## src/rtl/conv_out_writer.sv

```systemverilog
// Conv-unit output writer: buffers output bundles in a FIFO and writes them with linear addresses.
// Optional macro CONV_WR_RELU_EN clamps negative lanes to zero before buffering.
module conv_out_writer #(
    parameter int CONV_OUT_NUM = 18,
    parameter int DATA_WIDTH   = 8,
    parameter int FIFO_DEPTH   = 16,
    parameter int ADDR_WIDTH   = 16
) (
    input  logic                               clk,
    input  logic                               rst,
    input  logic [CONV_OUT_NUM*DATA_WIDTH-1:0] Conv_data_in,
    input  logic                               Conv_data_valid_in,
    input  logic                               frame_start,
    input  logic [ADDR_WIDTH-1:0]              base_addr,
    input  logic [ADDR_WIDTH-1:0]              frame_len,
    output logic [CONV_OUT_NUM*DATA_WIDTH-1:0] wr_data,
    output logic [ADDR_WIDTH-1:0]              wr_addr,
    output logic                               wr_valid,
    input  logic                               wr_ready,
    output logic                               frame_done,
    output logic                               overflow,
    output logic                               busy,
    output logic [$clog2(FIFO_DEPTH):0]        fifo_level
);

    localparam int DW = CONV_OUT_NUM * DATA_WIDTH;
    localparam int PW = $clog2(FIFO_DEPTH);
    localparam int LW = PW + 1;

    typedef enum logic [1:0] {
        IDLE  = 2'd0,
        RUN   = 2'd1,
        DRAIN = 2'd2
    } state_t;

    state_t                state;
    logic [ADDR_WIDTH-1:0] base_q;
    logic [ADDR_WIDTH-1:0] len_q;
    logic [ADDR_WIDTH-1:0] index;

    logic [DW-1:0]         mem_data [FIFO_DEPTH];
    logic [ADDR_WIDTH-1:0] mem_addr [FIFO_DEPTH];
    logic [PW-1:0]         wr_ptr;
    logic [PW-1:0]         rd_ptr;
    logic [LW-1:0]         count;

    logic          empty;
    logic          full;
    logic          pop;
    logic          in_valid;
    logic          push;
    logic          drop;
    logic [DW-1:0] push_data;

    // Write port: valid on wr_valid, transfer on wr_valid && wr_ready; head holds while stalled.
    assign empty    = (count == '0);
    assign full     = (count == LW'(FIFO_DEPTH));
    assign pop      = !empty && wr_ready;
    assign in_valid = (state == RUN) && Conv_data_valid_in;
    assign push     = in_valid && (!full || pop);
    assign drop     = in_valid && !push;

    always_comb begin
        push_data = Conv_data_in;
`ifdef CONV_WR_RELU_EN
        for (int k = 0; k < CONV_OUT_NUM; k++) begin
            if (Conv_data_in[k*DATA_WIDTH + DATA_WIDTH - 1]) begin
                push_data[k*DATA_WIDTH +: DATA_WIDTH] = '0;
            end
        end
`endif
    end

    // Storage needs no reset: nothing is presented unless count says the slot is live.
    always_ff @(posedge clk) begin
        if (push) begin
            mem_data[wr_ptr] <= push_data;
            mem_addr[wr_ptr] <= base_q + index;
        end
    end

    always_ff @(posedge clk or posedge rst) begin
        if (rst) begin
            wr_ptr <= '0;
            rd_ptr <= '0;
            count  <= '0;
        end else begin
            if (push) wr_ptr <= wr_ptr + PW'(1);
            if (pop)  rd_ptr <= rd_ptr + PW'(1);
            case ({push, pop})
                2'b10:   count <= count + LW'(1);
                2'b01:   count <= count - LW'(1);
                default: count <= count;
            endcase
        end
    end

    always_ff @(posedge clk or posedge rst) begin
        if (rst) begin
            state      <= IDLE;
            base_q     <= '0;
            len_q      <= '0;
            index      <= '0;
            overflow   <= 1'b0;
            frame_done <= 1'b0;
        end else begin
            frame_done <= 1'b0;
            if (drop) overflow <= 1'b1;
            case (state)
                IDLE: begin
                    if (frame_start) begin
                        overflow <= 1'b0;
                        if (frame_len != '0) begin
                            state  <= RUN;
                            base_q <= base_addr;
                            len_q  <= frame_len;
                            index  <= '0;
                        end else begin
                            frame_done <= 1'b1;
                        end
                    end
                end
                RUN: begin
                    // Index advances even on a dropped bundle so later addresses stay aligned.
                    if (Conv_data_valid_in) begin
                        index <= index + ADDR_WIDTH'(1);
                        if (index == len_q - ADDR_WIDTH'(1)) state <= DRAIN;
                    end
                end
                DRAIN: begin
                    if (empty) begin
                        state      <= IDLE;
                        frame_done <= 1'b1;
                    end
                end
                default: state <= IDLE;
            endcase
        end
    end

    assign wr_valid   = !empty;
    assign wr_data    = empty ? '0 : mem_data[rd_ptr];
    assign wr_addr    = empty ? '0 : mem_addr[rd_ptr];
    assign busy       = (state != IDLE);
    assign fifo_level = count;

endmodule
```

## config.mk

```make
export PLATFORM = sky130hd
export DESIGN_NAME = conv_out_writer
export DESIGN_NICKNAME = d
export VERILOG_FILES = /design/src/rtl/conv_out_writer.sv
export SDC_FILE = /design/constraint.sdc
export NUM_CORES = 2
export LEC_CHECK = 0
export CORE_UTILIZATION = 35
export CTS_CLUSTER_SIZE = 20
export DETAILED_ROUTE_END_ITERATION = 8
export GPL_TIMING_DRIVEN = 0
export SKIP_CTS_REPAIR_TIMING = 1
export SYNTH_ARGS = -nofsm -noshare
export SYNTH_HDL_FRONTEND = slang
export SYNTH_SLANG_ARGS = --single-unit
```

## constraint.sdc

```tcl
create_clock -name clk -period 8 [get_ports clk]
set_input_delay 1.2 -clock clk [delete_from_list [all_inputs] [get_ports clk]]
set_output_delay 1.2 -clock clk [all_outputs]
set_load 0.1 [all_outputs]
```

==> results.md <==
- Worst EP arrival: 5770 ps
- Clock Tree Buf Depth: 4
- Fin. Hold Viols: 0
- Max-slew violations: 0
- Ys Warns: 0
- Top_reg_cell synth: edfxtp_1
- Detailed placement HPWL: 158000 um
- CTS H-tree lvls: 5
- Finished Cell Area: 120000 sq um
- Setup_tns: 0 ps
- Cell with the most instances after synthesis: edfxtp_1
- Aggregate global-route resource usage: 0.185
- Netlist cell types: 63
- Row cnt: 196
- Fmax: 144 MHz
- Post-route ant nets: 0
- Drt pass-1 iters: 5
- IO Count: 350
- VDD IR-drop max: 0.579 mV
- CP Capture Type: output port
- Die ar.: 291000 sq um
- Worst-Skew Late Latency: 850 ps
- Vias post-DR: 48000
- Leading cell types by count after synthesis: edfxtp_1, mux4_2, and2_1
- Vias in the first global route: 49800
- DRC Markers: 0
- Final GP Congestion: 0.770
- Final worst path period need: 6970 ps
- Crit Path Class: flip-flop to output port
- Hold_ws: 491 ps
- Inserted Clock Buffers: 293
- Maximum number of pins on one net before global-route repair: 66
- Crit-path max FO: 10
- MaxCap Viol Count: 0
- Final setup vio count: 0
- Die height: 539 um
- # nets final: 5138
- Seq/Total Area, Yosys: 0.777
- Hold crit path type: flip-flop to flip-flop
- Initial antenna violation count: 63
- Top-area cell type share of the netlist area: 0.760
- Final Skew: 50.6 ps
- Fill cells: 24500
- Final Power: 0.0524 W
- PwrDens: 435 nW/um^2
- Worst slew margin: 0.0893
- Final period util: 0.871
- Top cell by count, worst path: clkbuf_1
- RSZ-0062 raised after global routing: false
- Vias/cell: 5.38
- Initial cell density of the core: 0.353
- Finished Core Util: 0.421
- Iter 0 DRT Violations: 5023
- Syn_area_per_cell: 24.0 sq um
- Die Width: 539 um
- Worst-path clk slew: 60 ps
- Layout Area Growth over Synthesis: 19.1%
- Dpl cell area: 111000 sq um
- Ys async rst share: 0.0248
- Slew @ Worst Pin: 1360 ps
- Data required, critical path: 6800 ps
- Leading post-synthesis cells by cell area: edfxtp_1, mux4_2, dfrtp_1
- CTS sink cnt: 2625
- Final wirelength: 271000 um
- CORE AREA: 286000 sq um
- CTS Root Cell: clkbuf_16
- CP max-delay cell: clkdlybuf4s50_1
- Leak: 37.8 nW
- Cell taking the most area after synthesis: edfxtp_1
- Drt wl/cell: 30.4 um
- CTS tree: done
- #FFs+latches synth: 2625
- Remaining Overflow, GRT: 0
- Port Buffers: 349
- Crit start category: flip-flop
- Post-synthesis cell count: 4217
- Net Count, Synth: 4425
- Share of layout cells above drive strength 1: 0.269
- Syn Std Cell Area: 101000 sq um
- CP max stage delay: 1200 ps
- First-pass GRT wire length: 379000 um
- EDFF count, synth: 2560
- Status: finished clean
- Cell Chain, Critical Path: clkbuf_1, clkbuf_2, clkbuf_1, mux4_2, and2_1, clkdlybuf4s50_1
critical path: cells and delay by family, from the launching register on:
family | cells | cell delay [ps]
multiplexers | 1 | 390
buffers and inverters | 4 | 3850
flip-flops | 1 | 310
AND/OR/NAND/NOR | 1 | 330
through the flow:
step | worst slack, ps | std cells
global route | 1030 | 8918
floorplan | 1620 | 4217
detailed placement | 1920 | 8396
CTS | 972 | 8907
global placement | -5370 | 8328
finish | 1030 | 8927
per-layer routing:
metal	up-vias	share of wire	GRT usage
li1	19500	-	-
met1	26300	0.40	0.240
met2	1779	0.50	0.312
met3	436	0.071	0.0389
met4	42	0.031	0.0596
met5	-	0.00097	0
state kept, by name, indices dropped and copies added, names as in the netlist:
register	cells
state	2
index	16
rd_ptr	4
base_q	16
mem_data	2304
wr_ptr	4
len_q	16
fifo_level	5
mem_addr	256
frame_done	1
overflow	1
cells by family after synthesis:
| kind of cell | count (synthesis) | share of synthesized area |
|---|---|---|
| flip-flops | 2625 | 0.777 |
| multiplexers | 802 | 0.178 |
| AND/OR/NAND/NOR | 404 | 0.0216 |
| buffers and inverters | 233 | 0.0107 |
| AO/OA/AOI/OAI | 73 | 0.00463 |
| XOR/XNOR | 53 | 0.00459 |
| adder cells (fa/ha/maj) | 27 | 0.00349 |
final timing paths:
kind	slack [ps]	from	to	cells after the start
max reg2reg	3950	fifo_level[0]$_DFFE_PP0P_	mem_data[13][97]$_DFFE_PP_	9
max in group asynchronous	6570	rst	len_q[1]$_DFFE_PP0P_	2
max	1030	rd_ptr[3]$_DFFE_PP0P_	wr_data[65]	6
min in group asynchronous	860	rst	fifo_level[1]$_DFFE_PP0P_	2
min reg2reg	490	base_q[3]$_DFFE_PP0P_	base_q[3]$_DFFE_PP0P_	2
min	490	base_q[3]$_DFFE_PP0P_	base_q[3]$_DFFE_PP0P_	2
where the power goes:
part	switching, W	internal, W	total, W
registers	0.000370	0.0170	0.0173
clock network	0.00537	0.00763	0.0130
logic	0.0148	0.00724	0.0221
total	0.0206	0.0318	0.0524
cell usage in the layout, fill, tap and decap left out, types with 57 or more instances in the layout:
| cell | n |
|---|---|
| edfxtp_1 | 2560 |
| mux4_2 | 800 |
| clkdlybuf4s50_1 | 349 |
| clkbuf_16 | 303 |
| clkbuf_1 | 164 |
| and2_1 | 161 |
| nand2_1 | 114 |
| dfrtp_1 | 65 |
| buf_16 | 62 |
| clkinv_1 | 57 |
area by class of cell:
class	instances	area (sq um)	share of cell area
well taps	3762	4710	0.0391
repair buffers	418	5330	0.0442
diodes	19	47.5	0.000395
plain buffers	213	1010	0.00842
flip-flops and latches	2625	78500	0.652
multi-input cells	1359	21600	0.179
clock inverters	157	1390	0.0116
clock buffers	354	7770	0.0646
inverters	20	77.6	0.000644
No activity file was read; power rests on OpenSTA's default activity.
